**src/rtl/spi_burst_pkg.sv**
```systemverilog
// spi_burst_pkg: shared types and constants for the SPI burst read engine.
//   - state_e   : engine state encoding (IDLE, ADDR, DATA, GAP)
//   - bl_width  : width of the burst length field for a given BURST_MAX
//   - LSB_FIRST : serial bit order for both address and data
// Configuration macro: SPI_BURST_LSB_FIRST_EN
//   defined   -> address and data are shifted LSB-first
//   undefined -> MSB-first (default)
package spi_burst_pkg;

    typedef enum logic [1:0] {
        ST_IDLE = 2'd0,
        ST_ADDR = 2'd1,
        ST_DATA = 2'd2,
        ST_GAP  = 2'd3
    } state_e;

    // Enough bits to hold the values 0..burst_max.
    function automatic int bl_width(input int burst_max);
        return $clog2(burst_max + 1);
    endfunction

`ifdef SPI_BURST_LSB_FIRST_EN
    localparam bit LSB_FIRST = 1'b1;
`else
    localparam bit LSB_FIRST = 1'b0;
`endif

endpackage

```
**src/rtl/spi_burst_reader_shift_reg.sv**
```systemverilog
// spi_shift_reg: parametrised shift register with parallel load.
// Used both as a parallel-in/serial-out address shifter and as a
// serial-in/parallel-out data deserialiser.
// Ports:
//   spi_clk, n_reset : clock (posedge), async active-low reset
//   load_i           : load load_val_i (has priority over shift_i)
//   load_val_i       : parallel load value
//   shift_i          : shift one position, ser_i entering at the far end
//   ser_i            : serial input bit
//   ser_o            : bit currently at the output end
//   par_o            : current register contents
//   shifted_o        : contents after one shift with the present ser_i
//                      (lets the caller capture a completed word on the
//                      same edge that samples its final bit)
// Direction: LSB_FIRST=0 shifts toward the MSB (ser_o is the MSB);
//            LSB_FIRST=1 shifts toward the LSB (ser_o is bit 0).
module spi_shift_reg #(
    parameter int WIDTH     = 8,
    parameter bit LSB_FIRST = 1'b0
) (
    input  logic             spi_clk,
    input  logic             n_reset,
    input  logic             load_i,
    input  logic [WIDTH-1:0] load_val_i,
    input  logic             shift_i,
    input  logic             ser_i,
    output logic             ser_o,
    output logic [WIDTH-1:0] par_o,
    output logic [WIDTH-1:0] shifted_o
);

    logic [WIDTH-1:0] data_q;
    logic [WIDTH-1:0] data_d;

    assign data_d    = LSB_FIRST ? {ser_i, data_q[WIDTH-1:1]}
                                 : {data_q[WIDTH-2:0], ser_i};
    assign shifted_o = data_d;
    assign ser_o     = LSB_FIRST ? data_q[0] : data_q[WIDTH-1];
    assign par_o     = data_q;

    always_ff @(posedge spi_clk or negedge n_reset) begin
        if (!n_reset) begin
            data_q <= '0;
        end else if (load_i) begin
            data_q <= load_val_i;
        end else if (shift_i) begin
            data_q <= data_d;
        end
    end

endmodule

```
**src/rtl/spi_burst_reader.sv**
```systemverilog
// spi_burst_reader: SPI master-side burst read engine clocked by spi_clk.
// Frames a transaction with spi_cs_n, shifts an ASIZE-bit address out on
// spi_mosi, then samples burst_len DSIZE-bit words from spi_miso into a
// one-entry valid/ready output buffer with sticky overrun detection.
// Configuration macro: SPI_BURST_LSB_FIRST_EN (LSB-first bit order when
// defined, MSB-first otherwise; see spi_burst_pkg).
// Ports:
//   spi_clk, n_reset  : clock (posedge), async active-low reset
//   start_i           : request, accepted only in IDLE (wins over abort_i)
//   abort_i           : terminate the transaction (ADDR/DATA only)
//   addr_i            : address, latched on accept
//   burst_len_i       : word count, latched on accept (0 -> 1, >MAX -> MAX)
//   spi_cs_n_o        : chip select, active low
//   spi_mosi_o        : serial address out
//   spi_miso_i        : serial data in
//   rx_data_o         : received word
//   rx_valid_o        : rx_data_o holds an unconsumed word
//   rx_ready_i        : consumer takes rx_data_o
//   busy_o            : engine not idle
//   done_o            : one-cycle pulse on normal completion
//   overrun_o         : sticky, an unconsumed word was overwritten
//   state_o           : current engine state (spi_burst_pkg::state_e)
// Handshake: a word transfers on any posedge where rx_valid_o and
// rx_ready_i are both high; rx_valid_o stays high until that happens, and
// a new word arriving while rx_valid_o is high and rx_ready_i is low
// replaces the buffered word and sets overrun_o.
module spi_burst_reader
    import spi_burst_pkg::*;
#(
    parameter int DSIZE     = 8,
    parameter int ASIZE     = 8,
    parameter int BURST_MAX = 4,
    parameter int BL_W      = bl_width(BURST_MAX)
) (
    input  logic             spi_clk,
    input  logic             n_reset,
    input  logic             start_i,
    input  logic             abort_i,
    input  logic [ASIZE-1:0] addr_i,
    input  logic [BL_W-1:0]  burst_len_i,
    output logic             spi_cs_n_o,
    output logic             spi_mosi_o,
    input  logic             spi_miso_i,
    output logic [DSIZE-1:0] rx_data_o,
    output logic             rx_valid_o,
    input  logic             rx_ready_i,
    output logic             busy_o,
    output logic             done_o,
    output logic             overrun_o,
    output logic [1:0]       state_o
);

    // One counter serves both the address phase and the per-word sample count.
    localparam int CNT_MAX = (ASIZE > DSIZE) ? ASIZE : DSIZE;
    localparam int CNT_W   = $clog2(CNT_MAX);

    state_e            state_q;
    logic [CNT_W-1:0]  bit_cnt_q;
    logic [BL_W-1:0]   word_cnt_q;
    logic [BL_W-1:0]   len_q;
    logic              cs_n_q;
    logic [DSIZE-1:0]  rx_data_q;
    logic              rx_valid_q;
    logic              done_q;
    logic              overrun_q;

    logic              accept;
    logic              addr_ser;
    logic [ASIZE-1:0]  addr_par;
    logic [ASIZE-1:0]  addr_shifted;
    logic              data_ser;
    logic [DSIZE-1:0]  data_par;
    logic [DSIZE-1:0]  word_d;
    logic              unused_shift_bits;

    function automatic logic [BL_W-1:0] clamp_len(input logic [BL_W-1:0] len);
        if (len == '0) begin
            return BL_W'(1);
        end
        if (int'(len) > BURST_MAX) begin
            return BL_W'(BURST_MAX);
        end
        return len;
    endfunction

    assign accept = (state_q == ST_IDLE) && start_i;

    spi_shift_reg #(
        .WIDTH     (ASIZE),
        .LSB_FIRST (LSB_FIRST)
    ) u_addr_sr (
        .spi_clk    (spi_clk),
        .n_reset    (n_reset),
        .load_i     (accept),
        .load_val_i (addr_i),
        .shift_i    (state_q == ST_ADDR),
        .ser_i      (1'b0),
        .ser_o      (addr_ser),
        .par_o      (addr_par),
        .shifted_o  (addr_shifted)
    );

    // Samples MISO on every DATA edge; word_d is the word including the
    // bit being sampled on this edge.
    spi_shift_reg #(
        .WIDTH     (DSIZE),
        .LSB_FIRST (LSB_FIRST)
    ) u_data_sr (
        .spi_clk    (spi_clk),
        .n_reset    (n_reset),
        .load_i     (accept),
        .load_val_i ({DSIZE{1'b0}}),
        .shift_i    ((state_q == ST_DATA) && !abort_i),
        .ser_i      (spi_miso_i),
        .ser_o      (data_ser),
        .par_o      (data_par),
        .shifted_o  (word_d)
    );

    assign unused_shift_bits = ^{addr_par, addr_shifted, data_ser, data_par};

    always_ff @(posedge spi_clk or negedge n_reset) begin
        if (!n_reset) begin
            state_q    <= ST_IDLE;
            bit_cnt_q  <= '0;
            word_cnt_q <= '0;
            len_q      <= BL_W'(1);
            cs_n_q     <= 1'b1;
            rx_data_q  <= '0;
            rx_valid_q <= 1'b0;
            done_q     <= 1'b0;
            overrun_q  <= 1'b0;
        end else begin
            done_q <= 1'b0;
            // Consumer handshake; a word completing on this same edge
            // re-sets rx_valid below.
            if (rx_valid_q && rx_ready_i) begin
                rx_valid_q <= 1'b0;
            end

            case (state_q)
                ST_IDLE: begin
                    if (start_i) begin
                        len_q      <= clamp_len(burst_len_i);
                        overrun_q  <= 1'b0;
                        cs_n_q     <= 1'b0;
                        bit_cnt_q  <= '0;
                        word_cnt_q <= '0;
                        state_q    <= ST_ADDR;
                    end
                end

                ST_ADDR: begin
                    if (abort_i) begin
                        cs_n_q  <= 1'b1;
                        state_q <= ST_GAP;
                    end else if (bit_cnt_q == CNT_W'(ASIZE - 1)) begin
                        bit_cnt_q <= '0;
                        state_q   <= ST_DATA;
                    end else begin
                        bit_cnt_q <= bit_cnt_q + CNT_W'(1);
                    end
                end

                ST_DATA: begin
                    // Abort beats a word completing on the same edge.
                    if (abort_i) begin
                        cs_n_q  <= 1'b1;
                        state_q <= ST_GAP;
                    end else if (bit_cnt_q == CNT_W'(DSIZE - 1)) begin
                        bit_cnt_q  <= '0;
                        rx_data_q  <= word_d;
                        rx_valid_q <= 1'b1;
                        if (rx_valid_q && !rx_ready_i) begin
                            overrun_q <= 1'b1;
                        end
                        if (word_cnt_q == len_q - BL_W'(1)) begin
                            cs_n_q  <= 1'b1;
                            done_q  <= 1'b1;
                            state_q <= ST_GAP;
                        end else begin
                            word_cnt_q <= word_cnt_q + BL_W'(1);
                        end
                    end else begin
                        bit_cnt_q <= bit_cnt_q + CNT_W'(1);
                    end
                end

                ST_GAP: begin
                    state_q <= ST_IDLE;
                end

                default: begin
                    state_q <= ST_IDLE;
                end
            endcase
        end
    end

    // The address shifter only drives the line while in ADDR, so MOSI
    // returns to 0 on entry to DATA and whenever the engine is not addressing.
    assign spi_mosi_o = (state_q == ST_ADDR) && addr_ser;
    assign spi_cs_n_o = cs_n_q;
    assign rx_data_o  = rx_data_q;
    assign rx_valid_o = rx_valid_q;
    assign busy_o     = (state_q != ST_IDLE);
    assign done_o     = done_q;
    assign overrun_o  = overrun_q;
    assign state_o    = state_q;

endmodule

```
**config.mk**
```make
export PLATFORM = sky130hd
export DESIGN_NAME = spi_burst_reader
export DESIGN_NICKNAME = d
export VERILOG_FILES = /design/src/rtl/spi_burst_pkg.sv /design/src/rtl/spi_burst_reader_shift_reg.sv /design/src/rtl/spi_burst_reader.sv
export SDC_FILE = /design/constraint.sdc
export NUM_CORES = 1
export LEC_CHECK = 0
export ABC_AREA = 1
export CAP_MARGIN = 20
export CORE_MARGIN = 2
export CORE_UTILIZATION = 55
export DETAILED_ROUTE_END_ITERATION = 7
export PLACE_DENSITY_LB_ADDON = 0.25
export RECOVER_POWER = 50
export SYNTH_ARGS = -nofsm -noshare
export SYNTH_HDL_FRONTEND = slang
export SYNTH_SLANG_ARGS = --single-unit
export TNS_END_PERCENT = 100
```
**constraint.sdc**
```tcl
create_clock -name spi_clk -period 5 [get_ports spi_clk]
set_input_delay 0.75 -clock spi_clk [delete_from_list [all_inputs] [get_ports spi_clk]]
set_output_delay 0.75 -clock spi_clk [all_outputs]
set_load 0.03 [all_outputs]
```
### Word level (Yosys, flattened, before mapping)

Index checks and enable logic that the tools add are counted.
W data, S select, Z words.

* output and inout port bits: 16
* logic and storage cells: 102
* input port bits: 17
* register bits: 38

* equality and inequality tests: 15
* bitwise logic cells: 1
* $lt $le $gt $ge: 1
* mux-type cells: 48
* add/subtract/negate cells: 3
* reductions and logical operators: 23

Operators by type and width (count)
* $mux W3: 10
* $mux W1: 23
* $mux W8: 2
* $reduce_and A5 Y1: 3
* $mux W7: 2
* $mux W2: 6
* $pmux W3 S2: 2
* $ne A2 B2 Y1 const B: 5
* $reduce_bool A2 Y1: 5
* $pmux W2 S4: 1
* $add A3 B1 Y3 const B: 2
* $ne A3 B2 Y1 const B: 2
* $reduce_and A3 Y1: 2
* $logic_and A1 B1 Y1: 5
* $eq A2 B2 Y1 const B: 2
* $ne A2 B1 Y1 const B: 2
* $reduce_and A4 Y1: 1
* $eq A3 B3 Y1: 1
* $eq A3 B3 Y1 const B: 1
* $gt A3 B3 Y1 const B: 1
* $logic_not A3 Y1: 1
* $ne A3 B3 Y1 const B: 1
* $pmux W1 S3: 1
* $reduce_bool A3 Y1: 1
* other kinds (8): 9

### Longest topological paths before layout

* depth after elaboration: 9
* mapped depth: 11
* gate-level depth less buffers: 11

### By module

A second synthesis with hierarchy kept.

* cell total of the unflattened synthesis: 249
* area total of the unflattened synthesis: 2124.5 sq um

By module, submodules not included
* spi_burst_reader: area an instance 1241.2 sq um, times used 1, cells each 143, sequential area each 578.1 sq um
* spi_shift_reg: area an instance 441.7 sq um, times used 2, cells each 53, sequential area each 200.2 sq um

### Worst setup path after synthesis

Ideal clock, no wire load.

* path type: reg2out
* start point: register state_q[1] (netlist: state_o[1])
* end point: output port spi_mosi_o
* arrival time: 1187 ps
* path buffers: 1
* path slack: 3063 ps
* data required time: 4250 ps
* stages on the path, launching flop included: 6
* path through: dfrtp_1 inv_1 ha_1 buf_2 nand2_1 inv_1

* longest elaborated chain between the ends: 2

RTL lines
* start, declared: line spi_burst_reader.sv:57 `state_e state_q;`
* start signal, assigned: line spi_burst_reader.sv:124 `state_q <= ST_IDLE;`
* start signal, assigned: line spi_burst_reader.sv:149 `state_q <= ST_ADDR;`
* start signal, assigned: line spi_burst_reader.sv:156 `state_q <= ST_GAP;`
* $eq A2 B1 Y1: line spi_burst_reader.sv:202 `assign spi_mosi_o = (state_q == ST_ADDR) && addr_ser;`
* $logic_and A1 B1 Y1: line spi_burst_reader.sv:202
* end, declared: line spi_burst_reader.sv:42 `output logic spi_mosi_o,`

No other way between the ends.

### Final worst setup path

Ends and elaborated chain as after synthesis.

==> flow_summary.ini <==
[clock_network]
cts_sinks = 38
cts_tree = done
clock_latency_ns = 0.36
clkSlewWorstSetupHoldPaths_ns = 0.12
cts_resized = 0
numCtsBuffers = 5
htreeDepth = 2
holdBufCountCts = 0
root_buffer = clkbuf_4
clockBufferDepth = 2
post-cts-setup-buffers = 0

[setup_path]
cp-start-kind = flop
crit_path_start = state_o[1]
rr_worst_depth = 9
cp_max_fo = 8
r2r_setup_slack_ns = 2.76
critPathMostFrequentCell = inv_1
critical_path_class = flop to output port
cp_data_required_time_ns = 4.25
cp_slowest_cell = clkdlybuf4s50_1
path_cells = inv_1, ha_1, nand2_1, inv_1, clkdlybuf4s50_1
worstReg2RegStart = state_o[0]
max_stage_delay_ns = 0.66
worst_r2r_endpoint = word_cnt_q[0]
cp_top_family = buffers and inverters
endpoint = spi_mosi_o
worst-endpoint-arrival_ns = 2.05
worst-path-buf-inv = 3
cp.depth = 5
end_kind = output port

[synthesis]
synthTopCellsByCount = 51 x nand2_1, 36 x dfrtp_1, 31 x inv_1, 18 x nand3_1, 17 x o21ai_0
synth_cell_types = 24
synth_edf_count = 0
yosysSeqAreaShare_pct = 52.8
yosysMostFrequentCell = nand2_1
synth_area_leaders = dfrtp_1 50%, nand2_1 11%, inv_1 6.4%
syn_nets = 232
synth_seq_cells = 38
synth_ff_type = dfrtp_1
synth-adder-area-share_pct = 5.54
postSynth.asyncResetShare_pct = 100
muxShareOfSynthArea_pct = 0
synth_compound_area_share_pct = 14.2
syn-mean-instance-area_um2 = 8.73
synth_area_mm2 = 0.00181
synth-simple-area-share_pct = 19.0
yosys_warnings = 0
synth_xor_xnor_area_share_pct = 0.485
synth_top_family_by_area = simple AND/OR/NAND/NOR gates
yosysTopAreaCell = dfrtp_1
syn-instance-count = 207
netlist.area_leader.share_pct = 49.9

[final_layout]
fin_area_mm2 = 0.00225
final_layout_size_suffix_gt1_share_pct = 5.76
area_growth_pct = 24.4
fin_nets = 267
diodes = 0

[power_and_ir_drop]
ir_drop_uv = 304
power_density_mw_per_mm2 = 549
p_leak_nw = 1.06

[global_routing]
grt_first_pass_wirelength_mm = 5.68
gr-usage-met2_pct = 31.9
use_met3_pct = 6.93
antenna_found_initial = 0
grt_pass1_vias = 1282
grt_usage_pct = 21.2
overflow = 0
grt_max_degree = 39
busiest_layer = met2
met1_usage_pct = 28.3

[route]
num_vias = 1470
wl_per_cell_um = 12.1
drc = 0
initialDrtViolationCount = 41
first_pass_iters = 4
vias_per_cell = 5.12
ant_nets = 0
wl_mm = 3.48

[sta]
holdWs_ns = 0.471
timing.fmax_mhz = 358
grt_setup_unrepaired = no
setup_tns_ns = 0
final_hold_viol_count = 0
drv_slew = 39
worst_slew_pin_slew_ns = 1.97
relSlewSlack_pct = -31.1
setup_viol = 0
fin_skew_ns = 0.00279
min_period_ns = 2.80
post-route-period-util_pct = 55.9

[outcome]
failed_checks = max-capacitance violations, max-slew violations
run_status = complete, but fails checks

[floorplanning]
core-area_mm2 = 0.00308
pin_count = 33
initial_core_util_pct = 58.7
fp.dieW_um = 61.3
die_area_mm2 = 0.00376
num_rows = 20
die_h_um = 61.3

[flow_run]
drv_cap = 1

[place]
place_area_mm2 = 0.00216
detailed_place_hpwl_mm = 2.49
place.port_buffers = 32
place_congestion = 0.785

[worst_hold_path]
hp-class = flop to flop
-- logic make-up (layout without fill, tap and decap cells) --
group	count (synthesis)	after routing
DFF	38	38
AOI/OAI and AO/OA	42	42
adders and majority gates	8	8
and+or+nand+nor	81	81
buffers and inverters	37	73
xor gates and xnor gates	1	1
-- placed cells by master, fill, tap and decap left out, types with 3 or more instances in the layout --
cell type and count:
clkbuf_4 5, nand2_1 52, nand3_1 18, o22ai_1 7
ha_1 8, a21oi_1 6, inv_1 32, o21ai_1 3
nor2_1 10, o21ai_0 17, o311ai_0 3, dfrtp_1 36
clkdlybuf4s50_1 31
-- layout make-up --
| cell class | count | area, um^2 |
|---|---|---|
| clock inverters | 3 | 68.8 |
| flip-flops and latches | 38 | 953 |
| clock buffers | 5 | 37.5 |
| well taps | 44 | 55.1 |
| fillers | 244 | 831 |
| repair buffers | 32 | 314 |
| inverters | 33 | 124 |
| multi-input cells | 132 | 694 |
-- registers in the layout (all words and copies together), names as in the netlist --
register	cells
overrun_o	1
done_o	1
state_o	2
rx_valid_o	1
spi_cs_n_o	1
word_cnt_q	3
u_data_sr.par_o	7
rx_data_o	8
bit_cnt_q	3
u_addr_sr.par_o	8
len_q	3
-- power by group --
| group | total [W] | leakage, nW | internal, W | switching (W) |
|---|---|---|---|---|
| combinational | 0.000527 | 0.501 | 0.000194 | 0.000333 |
| clock | 0.000265 | 0.0554 | 0.000156 | 0.000109 |
| sequential | 0.000442 | 0.501 | 0.000395 | 0.0000465 |
-- metal layers --
metal	share of wire, %	wire, um
met1	48	1680
met2	46	1580
met3	4.4	152
met4	1.6	55
met5	0	0
-- how the worst min path moves through the flow --
stage                     from           end  slack, ns  cells past startpoint
finish              spi_cs_n_o    spi_cs_n_o       0.47                      2
global route        spi_cs_n_o    spi_cs_n_o       0.50                      2
CTS                 spi_cs_n_o    spi_cs_n_o       0.48                      2
detailed placement  spi_cs_n_o    spi_cs_n_o       0.46                      2
global placement    spi_cs_n_o    spi_cs_n_o       0.46                      2
floorplan              n_reset  bit_cnt_q[0]       0.45                      0
-- worst min-delay path: stages, from the launching register on --
cell	delay, ns
dfstp_2	0.39
nand2_1	0.05
nand2_1	0.04
-- through the flow --
step / setup slack [ns] / power [W] / std cells / util, %
floorplan: 3.06 / 0.000836 / 207 / -
global placement: 2.57 / 0.000965 / 279 / 70.1
detailed placement: 2.51 / 0.000979 / 279 / 70.1
CTS: 2.21 / 0.00125 / 287 / 73.5
global route: 2.08 / 0.00134 / 287 / 73.0
finish: 2.20 / 0.00123 / 287 / 73.0
Power figures use the tool's default switching activity.
